### src/rtl/intdiv_pkg.sv
// ============================================================================
// Module      : intdiv_pkg
// Description : Shared types and helpers for the sequential divider stage.
// Revision    : 1.0 - initial release
// ============================================================================
`default_nettype none

package intdiv_pkg;

    typedef enum logic [1:0] {
        ST_IDLE   = 2'd0,
        ST_SETTLE = 2'd1,
        ST_DONE   = 2'd2
    } div_state_t;

    typedef struct packed {
        logic dz;
        logic ovf;
    } div_flags_t;

    // Bit pattern of -2^(n-1); callers truncate to n bits.
    function automatic logic [63:0] most_neg(input int n);
        return 64'(1) << (n - 1);
    endfunction

endpackage

`default_nettype wire

### src/rtl/intdiv_intdiv.sv
// ============================================================================
// Module      : intdiv_intdiv
// Description : Combinational signed divider, quotient truncated toward zero.
// Revision    : 1.0 - initial release
// ============================================================================
`default_nettype none

module intdiv_intdiv #(
    parameter int N = 5
) (
    input  logic [N-1:0] i_x,
    input  logic [N-1:0] i_y,
    output logic [N-1:0] o_q
);

    logic [N-1:0] w_ax;
    logic [N-1:0] w_ay;
    logic [N-1:0] w_aq;

    // Magnitudes fit in N unsigned bits, including |-2^(N-1)|.
    always_comb begin
        w_ax = i_x[N-1] ? (~i_x + 1'b1) : i_x;
        w_ay = i_y[N-1] ? (~i_y + 1'b1) : i_y;
        w_aq = (w_ay == '0) ? '0 : (w_ax / w_ay);
        o_q  = (i_x[N-1] ^ i_y[N-1]) ? (~w_aq + 1'b1) : w_aq;
    end

endmodule

`default_nettype wire

### src/rtl/intdiv_seq_ctrl.sv
// ============================================================================
// Module      : intdiv_seq_ctrl
// Description : Issue/capture stage around intdiv_intdiv with multicycle settle.
//               Optional macro INTDIV_SPECIAL_EN adds divide-by-zero/overflow
//               detection with a fast path that bypasses settling.
// Revision    : 1.0 - initial release
// ============================================================================
`default_nettype none

module intdiv_seq_ctrl
    import intdiv_pkg::*;
#(
    parameter int N             = 5,
    parameter int SETTLE_CYCLES = 2
) (
    input  logic         clk,
    input  logic         rst_n,
    input  logic         i_flush,
    input  logic         i_in_valid,
    output logic         o_in_ready,
    input  logic [N-1:0] i_in_x,
    input  logic [N-1:0] i_in_y,
    output logic         o_out_valid,
    input  logic         i_out_ready,
    output logic [N-1:0] o_out_q,
    output logic         o_out_dz,
    output logic         o_out_ovf,
    output logic         o_busy
);

    localparam int              CW         = $clog2(SETTLE_CYCLES + 1);
    localparam logic [CW-1:0]   C_CNT_LOAD = CW'(SETTLE_CYCLES - 1);

    div_state_t     r_state;
    div_state_t     w_state_nxt;
    logic [N-1:0]   r_x;
    logic [N-1:0]   r_y;
    logic [CW-1:0]  r_cnt;
    logic [N-1:0]   r_q;
    div_flags_t     r_flags;
    logic [N-1:0]   w_core_q;
    div_flags_t     w_flags;
    logic [N-1:0]   w_special_q;
    logic           w_special;

    intdiv_intdiv #(
        .N (N)
    ) u_core (
        .i_x (r_x),
        .i_y (r_y),
        .o_q (w_core_q)
    );

    // Detection looks at the operands being latched so the fast path lands in DONE one cycle later.
`ifdef INTDIV_SPECIAL_EN
    localparam logic [N-1:0] C_MOST_NEG = N'(most_neg(N));

    always_comb begin
        w_flags.dz  = (i_in_y == '0);
        w_flags.ovf = !w_flags.dz && (i_in_x == C_MOST_NEG) && (i_in_y == '1);
        w_special_q = w_flags.ovf ? C_MOST_NEG : '0;
    end
`else
    assign w_flags     = '0;
    assign w_special_q = '0;
`endif

    assign w_special = w_flags.dz | w_flags.ovf;

    always_ff @(posedge clk or negedge rst_n) begin
        if (!rst_n) begin
            r_state <= ST_IDLE;
        end else begin
            r_state <= w_state_nxt;
        end
    end

    always_comb begin
        w_state_nxt = r_state;
        if (i_flush) begin
            w_state_nxt = ST_IDLE;
        end else begin
            case (r_state)
                ST_IDLE:   if (i_in_valid) w_state_nxt = w_special ? ST_DONE : ST_SETTLE;
                ST_SETTLE: if (r_cnt == '0) w_state_nxt = ST_DONE;
                ST_DONE:   if (i_out_ready) w_state_nxt = ST_IDLE;
                default:   w_state_nxt = ST_IDLE;
            endcase
        end
    end

    always_comb begin
        o_in_ready  = (r_state == ST_IDLE) && !i_flush;
        o_out_valid = (r_state == ST_DONE);
        o_busy      = (r_state != ST_IDLE);
    end

    always_ff @(posedge clk or negedge rst_n) begin
        if (!rst_n) begin
            r_x     <= '0;
            r_y     <= '0;
            r_cnt   <= '0;
            r_q     <= '0;
            r_flags <= '0;
        end else if (i_flush) begin
            r_cnt   <= '0;
            r_q     <= '0;
            r_flags <= '0;
        end else begin
            case (r_state)
                ST_IDLE: begin
                    if (i_in_valid) begin
                        r_x   <= i_in_x;
                        r_y   <= i_in_y;
                        r_cnt <= C_CNT_LOAD;
                        if (w_special) begin
                            r_q     <= w_special_q;
                            r_flags <= w_flags;
                        end
                    end
                end
                ST_SETTLE: begin
                    if (r_cnt == '0) begin
                        r_q     <= w_core_q;
                        r_flags <= '0;
                    end else begin
                        r_cnt <= r_cnt - 1'b1;
                    end
                end
                default: ;
            endcase
        end
    end

    assign o_out_q   = r_q;
    assign o_out_dz  = r_flags.dz;
    assign o_out_ovf = r_flags.ovf;

endmodule

`default_nettype wire

### config.mk
export PLATFORM = sky130hd
export DESIGN_NAME = intdiv_seq_ctrl
export DESIGN_NICKNAME = d
export VERILOG_FILES = /design/src/rtl/intdiv_pkg.sv /design/src/rtl/intdiv_intdiv.sv /design/src/rtl/intdiv_seq_ctrl.sv
export SDC_FILE = /design/constraint.sdc
export NUM_CORES = 1
export LEC_CHECK = 0
export ABC_AREA = 0
export CORE_MARGIN = 2
export CORE_UTILIZATION = 40
export CTS_CLUSTER_DIAMETER = 30
export DETAILED_ROUTE_END_ITERATION = 16
export SYNTH_ARGS = -nofsm -noshare
export SYNTH_HDL_FRONTEND = slang
export SYNTH_SLANG_ARGS = --single-unit
export TNS_END_PERCENT = 30
### constraint.sdc
create_clock -name clk -period 13.3 [get_ports clk]
set_clock_uncertainty 0.05 [all_clocks]
set_input_delay 2.66 -clock clk [delete_from_list [all_inputs] [get_ports clk]]
set_output_delay 2.66 -clock clk [all_outputs]
set_load 0.005 [all_outputs]
==> reports/qor.txt, run 1 <==
Status: finished, final reports clean
Arrival time at the worst endpoint: 8.52 ns
Min cycle time layout: 8.44 ns
Fin nets: 259
Ys async rst share: 1.00
Critical path endpoint category: register
Synth Area in Simple Gates: 0.200
Yosys warns: 0
Vias in the first global route: 1389
Final setup violating endpoints: 0
Path type of the worst min-delay path: reg -> reg
Post-synthesis mux area share: 0.0834
Wirelength, routed: 3.57 mm
CP dominant cell by count: ha_1
EDFF count, synth: 0
Die area: 0.00513 mm2
CTS tree: yes
Total GRT Usage: 0.150
Yosys cell types: 55
Maxcap violations: 0
Compound-gate portion of the synthesized area: 0.189
Syn-to-layout area delta: 15.6%
Placer's final routability congestion estimate: 0.789
First-pass GRT wire length: 6.27 mm
Maximum VDD drop: 0.000133 V
Largest net degree at the start of global routing: 20
Seq/Total Area, Yosys: 0.260
Sum of negative setup slack: 0 ns
Critical path class: reg -> reg
Leading cell types by count after synthesis: ha_1, dfrtp_1, nand2_1, nor2_1, o21ai_0
Power per cell area: 285 mW/mm2
Post-CTS sizing: 0
Initial antenna violation count: 0
Worst-Skew Late Latency: 0.26 ns
GR Overflow Total: 0
Syn Std Cell Area: 0.00183 mm2
# clock sinks: 19
RSZ-0062 raised after global routing: no
Via count: 1458
Tcrit/Tclk final: 0.634
Fraction of synthesized cell area in xor and xnor cells: 0.0711
Clock Path Buffers: 2
Number of vias per cell: 5.32
LEAKAGE: 0.932 nW
Area after DPL: 0.00207 mm2
CP max FO: 12
Post-synth top area share: 0.260
I/O Buffers: 22
Die width: 71.6 um
Initial Utilization: 0.417
DRC: 0
DRT Pass-1 Iters: 4
Worst-path clk slew: 0.07 ns
Max-Slew Margin vs Limit: 0.446
Die height: 71.6 um
Dpl hpwl: 2.89 mm
Starting DRC count in detailed routing: 84
Synth Flop Type: dfrtp_1
Largest family of logic cells by synthesized area: simple AND/OR/NAND/NOR gates
Core area: 0.00438 mm2
Adder-Cell Fraction of Synth Area: 0.144
Postcts setup bufs: 0
Synth area leaders: dfrtp_1, ha_1, o21ai_0
Worst Tran Pin Value: 0.828 ns
Yosys reg bits: 19
CP startpoint kind: register
Worst Path Required: 13.39 ns
H-tree levels: 1
Fraction of layout cells with a size suffix above 1: 0.108
Max-slew violation count: 0
# hold bufs at CTS: 0
Cells after synthesis: 204
Final hold violations: 0
Final-layout fill cell count: 445
Antenna cell count: 0
Wire per inst: 13.0 um
Post-layout total power: 0.000603 W
Post-route ant nets: 0
Max frequency: 0.119 GHz
CP max stage delay: 0.64 ns
Synthesized area per cell: 8.97 um2
Clk Tree Root Cell: clkbuf_8
Cell row count: 24
Synth area leader: dfrtp_1
Design area: 0.00211 mm2
CP max-delay cell: dfrtp_1
I/O pin total: 25
CTS Buf Count: 3
Cell with the most instances after synthesis: ha_1
-- placed cells by master, fill, tap and decap left out, drive strengths merged, types with 2 or more instances in the layout --
cell            n
o21bai          2
mux2i           7
nand2b          3
nor2b           3
o21a            2
nor2           15
clkdlybuf4s50  22
xnor2           7
a31oi           4
and2            4
dfrtp          19
or2             6
or3             2
mux2            7
o21ai          17
nand2          15
xor2            7
nand3           4
conb            2
ha             21
a21oi           9
o31ai           2
inv            12
clkbuf          4
nor3            7
-- cell type report --
class	count	area [um2]	share of cell area
Multi-Input combinational cell	165	1260	0.598
Tap cell	52	65.1	0.0308
Inverter	12	45.0	0.0213
Timing Repair Buffer	22	220	0.104
Clock buffer	4	45.0	0.0213
Sequential cell	19	475	0.225
-- worst max-delay path: cells and delay by family, from the launching register on --
kind	cells	cell delay, ns
AO/OA/AOI/OAI	12	2.24
XOR/XNOR	1	0.15
adder cells (fa/ha/maj)	6	1.85
buffers and inverters	1	0.24
flip-flops	1	0.64
multiplexers	3	0.97
AND/OR/NAND/NOR	10	2.17
-- flip-flops by register name, indices dropped and copies added (netlist names) --
signal / flops
r_state: 2
r_y: 5
o_out_q: 5
r_x: 5
r_cnt: 2
-- path summary, 6_finish.rpt --
check / from / end / slack, ns / cells after the start
max: r_y[0]$_DFFE_PN0P_ / o_out_q[4]$_DFFE_PN0P_ / 4.86 / 33
min: o_out_q[0]$_DFFE_PN0P_ / o_out_q[0]$_DFFE_PN0P_ / 0.42 / 2
max reg2reg: r_y[0]$_DFFE_PN0P_ / o_out_q[4]$_DFFE_PN0P_ / 4.86 / 33
min reg2reg: o_out_q[0]$_DFFE_PN0P_ / o_out_q[0]$_DFFE_PN0P_ / 0.42 / 2
max in group asynchronous: rst_n / r_x[1]$_DFFE_PN0P_ / 9.86 / 1
min in group asynchronous: rst_n / o_out_q[3]$_DFFE_PN0P_ / 2.82 / 1
-- stage by stage --
step	utilization	hold WS [ns]	worst slack, ns	std cells
final	0.482	0.418	4.86	274
after global routing	0.482	0.448	4.27	274
after CTS	0.482	0.427	4.83	274
after detailed placement	0.472	0.410	4.87	270
after global placement	0.472	0.404	5.02	270
after floorplan	-	0.413	6.08	205
-- logic make-up (layout without fill, tap and decap cells) --
logic type | Yosys count | count (layout)
compound gates | 48 | 48
fa+ha+maj | 21 | 21
xor+xnor | 14 | 14
other cells | 1 | 2
mux | 14 | 14
flops | 19 | 19
buf+inv | 21 | 38
simple gates | 66 | 66
-- metal layers --
metal  track usage  vias up  wire [um]
li1              -      755          -
met1         0.207      670       1770
met5             0        -          0
met4        0.0314        0         15
met2         0.245       31       1650
met3        0.0295        2        126
-- report_power, final --
part,internal [W],total (W),switching (W)
combinational,0.000223,0.000473,0.000251
clock,0.0000213,0.0000403,0.0000190
sequential,0.0000705,0.0000895,0.0000189
total,0.000315,0.000603,0.000289
Power figures use the tool's default switching activity.
==> run 2, diff against run 1 <==
Clock period 13.3 ns to 7.4 ns, I/O delays scaled along.
==> run 2 against run 1 <==
Global-route usage up 1.2 points. Hold slack worse by 0.0037 ns. Core utilization up 3.4 points. Combinational power up 120%. Via count up 1.4%. Critical path depth up 1. Cell area up 7.0%. Wire length up 6.8%. First-iteration DRC count down 42%. Fmax up 21%. Sequential power up 70%. Non-clock buffer count up 13. Largest cell class unchanged.
==> reports/qor.txt, run 2 (same netlist as run 1, synthesis figures left out) <==
Die height: 71.6 um (unchanged)
Dpl hpwl: 2.98 mm (+3.2%)
Commonest non-fill, non-tap cell in the layout: clkdlybuf4s50_1
Hold Crit Start: o_out_q[0]$_DFFE_PN0P_
Final core occ: 0.516 (+0.0340)
Sequential Power Share: 0.122 (-0.026)
Max-slew violation count: 0 (unchanged)
Critical path class: reg -> reg
Clock power frac: 0.061 (-0.006)
Max frequency: 0.143 GHz (+21%)
Wirelength, routed: 3.81 mm (+6.8%)
Via count: 1478 (+1.4%)
GR Overflow Total: 0 (unchanged)
Syn-to-layout area delta: 23.7%
Initial Utilization: 0.417 (unchanged)
Fraction of layout cells with a size suffix above 1: 0.196 (+0.0876)
Tcrit/Tclk final: 0.945 (+0.310)
Starting DRC count in detailed routing: 49 (-42%)
Clock Path Buffers: 2 (unchanged)
Critical path endpoint category: register
CTS Buf Count: 3 (unchanged)
First-pass GRT wire length: 6.64 mm (+5.9%)
Die area: 0.00513 mm2 (unchanged)
Fin nets: 272 (+5.0%)
Maxcap violations: 0 (unchanged)
Design internal power: 0.000672 W (+110%)
Worst-Skew Late Latency: 0.26 ns (about the same)
Sw frac: 0.459 (-0.0195)
Reg2reg start: r_y[1]$_DFFE_PN0P_
Wire per inst: 13.3 um (+2.0%)
Final setup violating endpoints: 0 (unchanged)
Comb pwr share: 0.817 (+0.032)
I/O pin total: 25 (unchanged)
Initial antenna violation count: 0 (unchanged)
Worst setup startpoint: r_y[1]$_DFFE_PN0P_
H-tree levels: 1 (unchanged)
CP delay by family, top: simple AND/OR/NAND/NOR gates
CP startpoint kind: register
Status: finished, final reports clean
Die width: 71.6 um (unchanged)
# clock sinks: 19 (unchanged)
Antenna cell count: 0 (unchanged)
Final instance count without filler cells: 287 (+4.7%)
Maximum VDD drop: 0.000217 V (+63%)
Largest net degree at the start of global routing: 20 (unchanged)
CP max-delay cell: or4b_1
Min cycle time layout: 6.99 ns (-1.45 ns)
Worst-path clk slew: 0.08 ns (about the same)
Max-Slew Margin vs Limit: 0.435 (-0.0114)
Post-route setup slack: 0.408 ns (-4.45 ns)
Dpl ws: 0.150 ns (-4.73 ns)
Area after DPL: 0.00214 mm2 (+3.6%)
Core area: 0.00438 mm2 (unchanged)
Placer's final routability congestion estimate: 0.774 (-1.8%)
CTS tree: yes
Post-layout total power: 0.00124 W (+110%)
Worst Tran Pin Value: 0.845 ns (+0.0170 ns)
DRC: 0 (unchanged)
Design area: 0.00226 mm2 (+7.0%)
Power per cell area: 549 mW/mm2 (+93%)
Critical path buffer and inverter count: 1 (unchanged)
Final hold violations: 0 (unchanged)
Total GRT Usage: 0.162 (+0.0117)
Vias in the first global route: 1450 (+4.4%)
Arrival time at the worst endpoint: 7.08 ns (-1.44 ns)
Number of vias per cell: 5.15 (-3.2%)
CP dominant cell by count: ha_1
CP max FO: 4 (-8)
I/O Buffers: 22 (unchanged)
Path type of the worst min-delay path: reg -> reg
Cell row count: 24 (unchanged)
DRT Pass-1 Iters: 4 (unchanged)
Clk Tree Root Cell: clkbuf_8
Post-route ant nets: 0 (unchanged)
Most frequent cells in the layout: clkdlybuf4s50_1, ha_1, dfrtp_1
P_sw: 0.000571 W (+98%)
Worst Path Required: 7.49 ns (-5.90 ns)
Placed instance count: 280 (+3.7%)
CP max stage delay: 0.54 ns (-0.10 ns)
LEAKAGE: 0.998 nW (+7.0%)
-- run 2: stage by stage --
| step | TNS, ns | hold slack, ns |
|---|---|---|
| 2_1_floorplan | 0 | 0.413 |
| 3_3_place_gp | 0 | 0.401 |
| 3_5_place_dp | 0 | 0.406 |
| 4_1_cts | 0 | 0.423 |
| 5_1_grt | -0.0704 | 0.471 |
| 6_report | 0 | 0.414 |
-- run 2: tightest hold or removal path, delay by kind of cell, from the launching register on --
kind,cells,cell delay (ns)
simple gates,2,0.09
flops,1,0.34
-- run 2: final timing paths --
| path | to | slack, ns | cells after the start |
|---|---|---|---|
| setup / recovery | o_out_q[4]$_DFFE_PN0P_ | 0.41 | 34 |
| hold / removal | o_out_q[0]$_DFFE_PN0P_ | 0.41 | 2 |
| setup reg to reg | o_out_q[4]$_DFFE_PN0P_ | 0.41 | 34 |
| hold reg to reg | o_out_q[0]$_DFFE_PN0P_ | 0.41 | 2 |
| max in group asynchronous | r_cnt[0]$_DFFE_PN0P_ | 5.13 | 1 |
| min in group asynchronous | o_out_q[3]$_DFFE_PN0P_ | 1.65 | 1 |
-- run 2: metal layers --
layer / wire length (um) / part of all wire / global-route usage
met3: 124 / 0.033 / 0.0309
met1: 1910 / 0.50 / 0.226
met4: 27 / 0.0071 / 0.0314
met2: 1750 / 0.46 / 0.262
met5: 0 / 0 / 0
-- run 2: power by group through the flow --
stage | Combinational (W) | Clock [W] | Sequential [W]
floorplan | 0.000714 | 0 | 0.000147
CTS | 0.000914 | 0.0000785 | 0.000152
detailed placement | 0.000908 | 0 | 0.000154
finish | 0.00102 | 0.0000754 | 0.000152
global route | 0.00114 | 0.0000834 | 0.000156
global placement | 0.000907 | 0 | 0.000154
-- run 2: what timing repair did --
| action | in CTS | in global routing |
|---|---|---|
| setup buffers | 0 | 3 |
| gates resized for setup | 0 | 11 |
| hold buffers | 0 | 0 |
| endpoints found under the setup margin | 0 | 3 |
-- run 2: layout make-up --
cell class                 instances  area, um2
fill                             422       2120
clock buffer                       3       41.3
clock inverter                     1       7.51
timing repair buffer              35        318
sequential                        19        475
tap                               52       65.1
inverter                          12       45.0
multi-input combinational        165       1310
==> run 3, diff against run 2 <==
Settings changed: CORE_MARGIN 2 to not set.
==> run 3 against run 2 <==
Setup slack better by 0.064 ns. Non-clock buffer count decreased by 1. Hold slack better by 0.0063 ns. Critical endpoint unchanged. Largest cell class unchanged. Largest power group unchanged. Highest routed layer unchanged.
==> reports/qor.txt, run 3 (same netlist as run 1, synthesis figures left out) <==
Maximum VDD drop: 0.000217 V (-0.15%)
Critical path class: reg -> reg
Worst-Skew Late Latency: 0.25 ns (about the same)
Sum of negative setup slack: 0 ns (unchanged)
Placed instance count: 280 (unchanged)
Starting DRC count in detailed routing: 90 (+84%)
Max-slew violation count: 0 (unchanged)
CP max-delay cell: or4b_1
Placer's final routability congestion estimate: 0.839 (+8.4%)
Largest net degree at the start of global routing: 20 (unchanged)
Die width: 69.6 um (-2.8%)
Reg2reg start: r_y[0]$_DFFE_PN0P_
Via count: 1514 (+2.4%)
Initial Utilization: 0.417 (unchanged)
Worst Path Required: 7.48 ns (about the same)
LEAKAGE: 0.993 nW (-0.47%)
Max frequency: 0.144 GHz (+0.92%)
I/O Buffers: 22 (unchanged)
I/O pin total: 25 (unchanged)
CP max FO: 5 (+1)
Worst Tran Pin Value: 0.848 ns (+0.00271 ns)
Arrival time at the worst endpoint: 7.01 ns (-0.07 ns)
H-tree levels: 1 (unchanged)
Final hold violations: 0 (unchanged)
Fin nets: 271 (-0.37%)
# hold bufs at CTS: 0 (unchanged)
Final instance count without filler cells: 286 (-0.35%)
CTS tree: yes
# clock sinks: 19 (unchanged)
CP dominant cell by count: ha_1
Syn-to-layout area delta: 24.3%
Most frequent cells in the layout: clkdlybuf4s50_1, ha_1, dfrtp_1
CTS Buf Count: 3 (unchanged)
Clk Tree Root Cell: clkbuf_8
First-pass GRT wire length: 6.55 mm (-1.4%)
Status: finished, final reports clean
Wirelength, routed: 3.63 mm (-4.7%)
Post-layout total power: 0.00122 W (-1.5%)
RSZ-0062 raised after global routing: no
Max-Slew Margin vs Limit: 0.433 (-0.00181)
Worst-path clk slew: 0.07 ns (about the same)
Commonest non-fill, non-tap cell in the layout: clkdlybuf4s50_1
Clock Path Buffers: 2 (unchanged)
Die height: 69.6 um (-2.8%)
Min cycle time layout: 6.93 ns (-0.0637 ns)
Power per cell area: 538 mW/mm2 (-2.0%)
Dpl ws: 0.103 ns (-0.0469 ns)
Worst setup startpoint: r_y[0]$_DFFE_PN0P_
Wire per inst: 12.7 um (-4.3%)
Number of vias per cell: 5.29 (+2.8%)
Dpl hpwl: 2.90 mm (-2.7%)
Maxcap violations: 0 (unchanged)
Total GRT Usage: 0.164 (+0.00234)
DRT Pass-1 Iters: 4 (unchanged)
GR Overflow Total: 0 (unchanged)
Critical path endpoint category: register
Post-route ant nets: 0 (unchanged)
Antenna cell count: 0 (unchanged)
Core area: 0.00438 mm2 (unchanged)
Fraction of layout cells with a size suffix above 1: 0.201 (+0.00511)
Path type of the worst min-delay path: reg -> reg
Vias in the first global route: 1433 (-1.2%)
Die area: 0.00485 mm2 (-5.5%)
Final setup violating endpoints: 0 (unchanged)
CP startpoint kind: register
CP max stage delay: 0.53 ns (about the same)
Tcrit/Tclk final: 0.936 (-0.00861)
DRC: 0 (unchanged)
Post-route setup slack: 0.472 ns (+0.0637 ns)
Final core occ: 0.519 (+0.00228)
Hold Crit Start: o_out_q[0]$_DFFE_PN0P_
Cell row count: 24 (unchanged)
Initial antenna violation count: 0 (unchanged)
-- run 3: layer usage --
metal	vias to the layer above	part of all wire	routed length, um	track usage
met5	-	0	0	0
met4	0	0.0041	15	0.0267
met2	24	0.48	1750	0.279
met1	712	0.49	1770	0.217
met3	2	0.029	105	0.0349
li1	776	-	-	-
-- run 3: area by class of cell --
type,count,area [um2]
sequential,19,475
fill,415,2110
inverter,12,45.0
clock buffer,4,45.0
tap,52,65.1
timing repair buffer,34,310
multi-input combinational,165,1330
-- run 3: what timing repair did --
action | in CTS | in global routing
endpoints found under the setup margin | 0 | 4
setup buffers | 0 | 2
resized for setup | 0 | 16
-- run 3: stage by stage --
step / cell area, um2 / hold WS, ns
2_1_floorplan: 1830 / 0.413
3_3_place_gp: 2140 / 0.404
3_5_place_dp: 2140 / 0.411
4_1_cts: 2190 / 0.428
5_1_grt: 2270 / 0.458
6_report: 2270 / 0.421
-- run 3: worst paths after layout --
| kind | slack (ns) | cells after the start | to |
|---|---|---|---|
| setup / recovery | 0.47 | 34 | o_out_q[4]$_DFFE_PN0P_ |
| hold / removal | 0.42 | 2 | o_out_q[0]$_DFFE_PN0P_ |
| setup reg to reg | 0.47 | 34 | o_out_q[4]$_DFFE_PN0P_ |
| hold reg to reg | 0.42 | 2 | o_out_q[0]$_DFFE_PN0P_ |
| max in group asynchronous | 5.12 | 1 | r_y[1]$_DFFE_PN0P_ |
| min in group asynchronous | 1.65 | 1 | o_out_q[3]$_DFFE_PN0P_ |
-- run 3: critical path, delay by kind of cell (launching register included) --
family          cells  cell delay, ns
compound gates     14            2.19
mux                 2            0.41
simple gates       10            1.94
flops               1            0.37
xor+xnor            1            0.14
buf+inv             1            0.09
fa+ha+maj           6            1.57
-- run 3: where the power goes --
part	internal, W	switching [W]	leakage, nW	total [W]
combinational	0.000498	0.000501	0.728	0.000999
clock	0.0000383	0.0000344	0.0228	0.0000727
sequential	0.000127	0.0000254	0.242	0.000152
==> RTL change 1: new RTL, flow settings as in run 2 <==
`N` is set to 5 in 2 places; all go to 10.
--- a/src/rtl/intdiv_intdiv.sv
+++ b/src/rtl/intdiv_intdiv.sv
@@ -8,3 +8,3 @@
 module intdiv_intdiv #(
-    parameter int N = 5
+    parameter int N = 10
 ) (
--- a/src/rtl/intdiv_seq_ctrl.sv
+++ b/src/rtl/intdiv_seq_ctrl.sv
@@ -12,3 +12,3 @@
 #(
-    parameter int N             = 5,
+    parameter int N             = 10,
     parameter int SETTLE_CYCLES = 2
Ports: changed (resized i_in_x, i_in_y and o_out_q); port bits go from 25 to 40. No check against the original RTL was run, so the function may have changed too.
==> RTL change 1 against run 2 <==
  * Worst setup slack got worse by 7.6 ns
  * Final cell count rose to 3.4 times the old value
  * Final area rose to 3.4 times the old value
  * Wire length rose to 4.2 times the old value
  * Area after synthesis rose to 2.6 times the old value
  * Sequential cell count rose by 15
  * The run now ends with setup timing left
Power is left out: the tool's default activity adds up to more than one toggle a clock period on the data nets, which glitch-free logic cannot reach.
==> RTL change 1: results (changes against run 2) <==
Outcome
  – Status: finished with violations
  – Failing checks: setup timing

Synthesis
  – Syn avg cell area: 8.14 um^2 (-9.3%)
  – Sequential share of the synthesized area: 18.1% (-7.9 points)
  – Top cells by area, synth: dfrtp_1 18%, ha_1 17%, mux2_2 5.8%
  – Distinct cells, synth: 74 (+35%)
  – Commonest cells post-synth: 62 x ha_1, 60 x nand2_1, 39 x nor2_1

Cells and area
  – Non-clock inverter count: 26 (+14)
  – Number of signal-net buffers in the layout: 269 (+670%)
  – Clock buffer cells: 5 (+2)
  – # nets final: 922 (+240%)
  – Area of the multi-input gates: 4210 um^2 (+220%)
  – Signal buf overhead: 27.8% (+14 points)
  – Clock-cell share: 2.53% (+0.37 points)

Global route
  – Pin count of the biggest net entering global routing: 35 (+75%)
  – GRT Total Usage: 24.8% (+8.6 points)
  – First-pass GRT wire length: 25400 um (+280%)

Clock network
  – H-tree depth: 2 (+1)
  – Clock Latency Late Sink: 0.28 ns (+0.02 ns)
  – CTS root buffer: clkbuf_16

Worst setup path
  – Slowest cell on crit path: or3b_4
  – CP peak stage delay: 0.42 ns (-0.12 ns)
  – Top delay family on crit path: compound AO/OA/AOI/OAI gates
  – WP data arrival: 14.70 ns (+7.62 ns)

Place
  – Final HPWL DP: 12400 um (+310%)
  – GPL Wtd Cong: 0.939 (+21%)
  – Placed cell count: 932 (+230%)

Routing
  – Wire length on met3: 597 um (+380%)
  – Detail Route met2 WL: 8270 um (+370%)
  – Vias: 5382 (+260%)

STA
  – Worst setup margin: -7.17 ns (-7.58 ns)
  – Rel. slew slack: 37.3% (-6.2 points)
  – Final setup vio count: 10 (+10)
## RTL change 1: cell types whose count changed after synthesis, sizes merged, moves of 17 or more
| cell | run 2 | this run |
|---|---|---|
| nor3 | 7 | 29 |
| ha | 21 | 62 |
| o21a | 2 | 21 |
| nand2 | 15 | 61 |
| o21ai | 17 | 38 |
| mux2 | 7 | 24 |
| nor2 | 15 | 39 |
## RTL change 1: kinds of logic (layout without fill, tap and decap cells)
kind of cell,Yosys count,count (layout),synth area share [%]
AO/OA/AOI/OAI,167,168,25.1
flip-flops,34,34,18.1
multiplexers,36,36,8.32
buffers and inverters,46,303,4.21
adder cells (fa/ha/maj),62,62,16.5
other,1,2,0.0799
XOR/XNOR,34,34,6.50
AND/OR/NAND/NOR,197,197,21.1
## RTL change 1: path summary, 6_finish.rpt
| kind | endpoint | slack (ns) | depth (start not counted) | start |
|---|---|---|---|---|
| max | o_out_q[3]$_DFFE_PN0P_ | -7.17 | 73 | r_y[1]$_DFFE_PN0P_ |
| min | o_out_q[2]$_DFFE_PN0P_ | 0.44 | 2 | o_out_q[2]$_DFFE_PN0P_ |
| max reg2reg | o_out_q[3]$_DFFE_PN0P_ | -7.17 | 73 | r_y[1]$_DFFE_PN0P_ |
| min reg2reg | o_out_q[2]$_DFFE_PN0P_ | 0.44 | 2 | o_out_q[2]$_DFFE_PN0P_ |
| max in group asynchronous | r_y[0]$_DFFE_PN0P_ | 5.41 | 2 | rst_n |
| min in group asynchronous | o_out_q[0]$_DFFE_PN0P_ | 1.55 | 2 | rst_n |
## RTL change 1: stage by stage
stage | cell area (um^2) | hold WS [ns]
CTS | 7360 | 0.443
global route | 7670 | 0.455
floorplan | 4930 | 0.423
global placement | 6810 | 0.421
detailed placement | 6810 | 0.430
finish | 7670 | 0.438
==> RTL change 2: new RTL, settings of run 2 <==
Made on the original files. Reset style: synchronous (`rst_n`), changed in 2 clocked blocks.
--- a/src/rtl/intdiv_seq_ctrl.sv
+++ b/src/rtl/intdiv_seq_ctrl.sv
@@ -69,3 +69,3 @@
 
-    always_ff @(posedge clk or negedge rst_n) begin
+    always_ff @(posedge clk) begin
         if (!rst_n) begin
@@ -97,3 +97,3 @@
 
-    always_ff @(posedge clk or negedge rst_n) begin
+    always_ff @(posedge clk) begin
         if (!rst_n) begin
Function: differs if rst_n is asserted again (counterexample within 4 cycles, from zero or initial values and one cycle with rst_n low); with rst_n held inactive, the same outputs for 10 cycles.
==> RTL change 2 against run 2 <==
  * Final cell count grew 5.2%
  * Critical path type unchanged
  * Sequential cell count is the same
  * Wire length shrank 2.7%
  * Final area shrank 7.2%
  * First-iteration DRC count grew 2.0%
  * Area after synthesis shrank 1.8%
  * Fmax grew 7.5%
  * Worst setup slack gained 0.49 ns
Power is not compared: it rests on default switching activity, and its combinational part moved more than twofold at a synthesized area within 25%.
==> RTL change 2: results (changes against run 2) <==
Place
  – Setup WS pre-CTS: 0.897 ns (+0.748 ns)
  – GPL Wtd Cong: 0.831 (+7.4%)
  – Final HPWL DP: 3070 um (+2.9%)
  – Placed cell count: 298 (+6.4%)
  – Post-DP Area: 2050 um^2 (-4.3%)

Routing
  – Detail Route met2 WL: 1680 um (-4.2%)
  – Initial drt markers: 50 (+2.0%)
  – Wire length on met3: 110 um (-11%)
  – Routed vias/inst: 5.20 (+1.0%)
  – WL per Instance: 12.3 um (-7.6%)

Global route
  – GRT Total Usage: 16.2% (about the same)
  – First-pass GRT wire length: 6740 um (+1.5%)
  – Pin count of the biggest net entering global routing: 13 (-35%)

Synthesis
  – Distinct cells, synth: 51 (-7.3%)
  – Commonest cells post-synth: 29 x nand2_1, 22 x ha_1, 19 x dfxtp_1, 19 x nor2_1, 17 x inv_1
  – Asr flop ratio synth: 0% (-100 points)
  – Top cells by area, synth: dfxtp_1 21%, ha_1 15%, nand2_1 6.1%
  – Sequential share of the synthesized area: 21.2% (-4.8 points)

Worst setup path
  – Worst R2R Start: r_y[0]$_SDFFE_PN0P_
  – Top delay family on crit path: compound AO/OA/AOI/OAI gates
  – R2R depth: 32 (-5.9%)
  – Slowest cell on crit path: o221ai_2
  – WP data arrival: 6.63 ns (-0.45 ns)
  – Worst Path Max Fanout: 9 (+5)

Cells and area
  – Layout cells sized above 1: 7.20% (-12 points)

Outcome
  – Status: completed

Hold path
  – Min-delay src: o_out_q[0]$_SDFFE_PP0P_
  – Worst Hold End: o_out_q[0]$_SDFFE_PP0P_

STA
  – Worst slew pin tran: 0.821 ns (-0.0236 ns)
  – Part of the cycle the worst path needs: 87.9% (-6.6 points)
-- RTL change 2: area by class of cell --
type | count | area, um^2
sequential | 19 | 380
inverter | 17 | 63.8
clock inverter | 1 | 5.00
multi-input combinational | 185 | 1300
timing repair buffer | 25 | 243
clock buffer | 3 | 41.3
fill | 446 | 2250
tap | 52 | 65.1
-- RTL change 2: power groups by stage --
stage / clock network, mW / registers, mW / logic [mW]
floorplan: 0 / 0.112 / 0.232
global placement: 0 / 0.114 / 0.284
detailed placement: 0 / 0.114 / 0.286
CTS: 0.0748 / 0.112 / 0.288
global route: 0.0811 / 0.112 / 0.329
finish: 0.0720 / 0.112 / 0.284
-- RTL change 2: logic make-up after synthesis --
family                   synth area share (%)
AND/OR/NAND/NOR                          20.8
AO/OA/AOI/OAI                            25.7
buffers and inverters                    6.61
adder cells (fa/ha/maj)                  15.3
flip-flops                               21.2
XOR/XNOR                                 6.27
multiplexers                             3.90
other                                   0.209
-- RTL change 2: worst register-to-register path: cells and delay by family, from the launching register on --
kind | cells | cell delay [ns]
flops | 1 | 0.32
fa+ha+maj | 6 | 1.72
compound gates | 18 | 3.36
simple gates | 5 | 0.68
buf+inv | 3 | 0.29
-- RTL change 2: per-layer routing --
metal  vias to the layer above  global-route usage (%)
li1                        838                       -
met1                       709                    22.4
met2                        22                    27.0
met3                         2                    2.56
met4                         0                    2.52
met5                         -                       0
-- RTL change 2: through the flow --
stage	hold WS [ns]	utilization, %
final	0.411	48.2
after global routing	0.464	48.2
after CTS	0.412	48.2
after detailed placement	0.401	47.2
after global placement	0.401	47.2
after floorplan	0.403	-
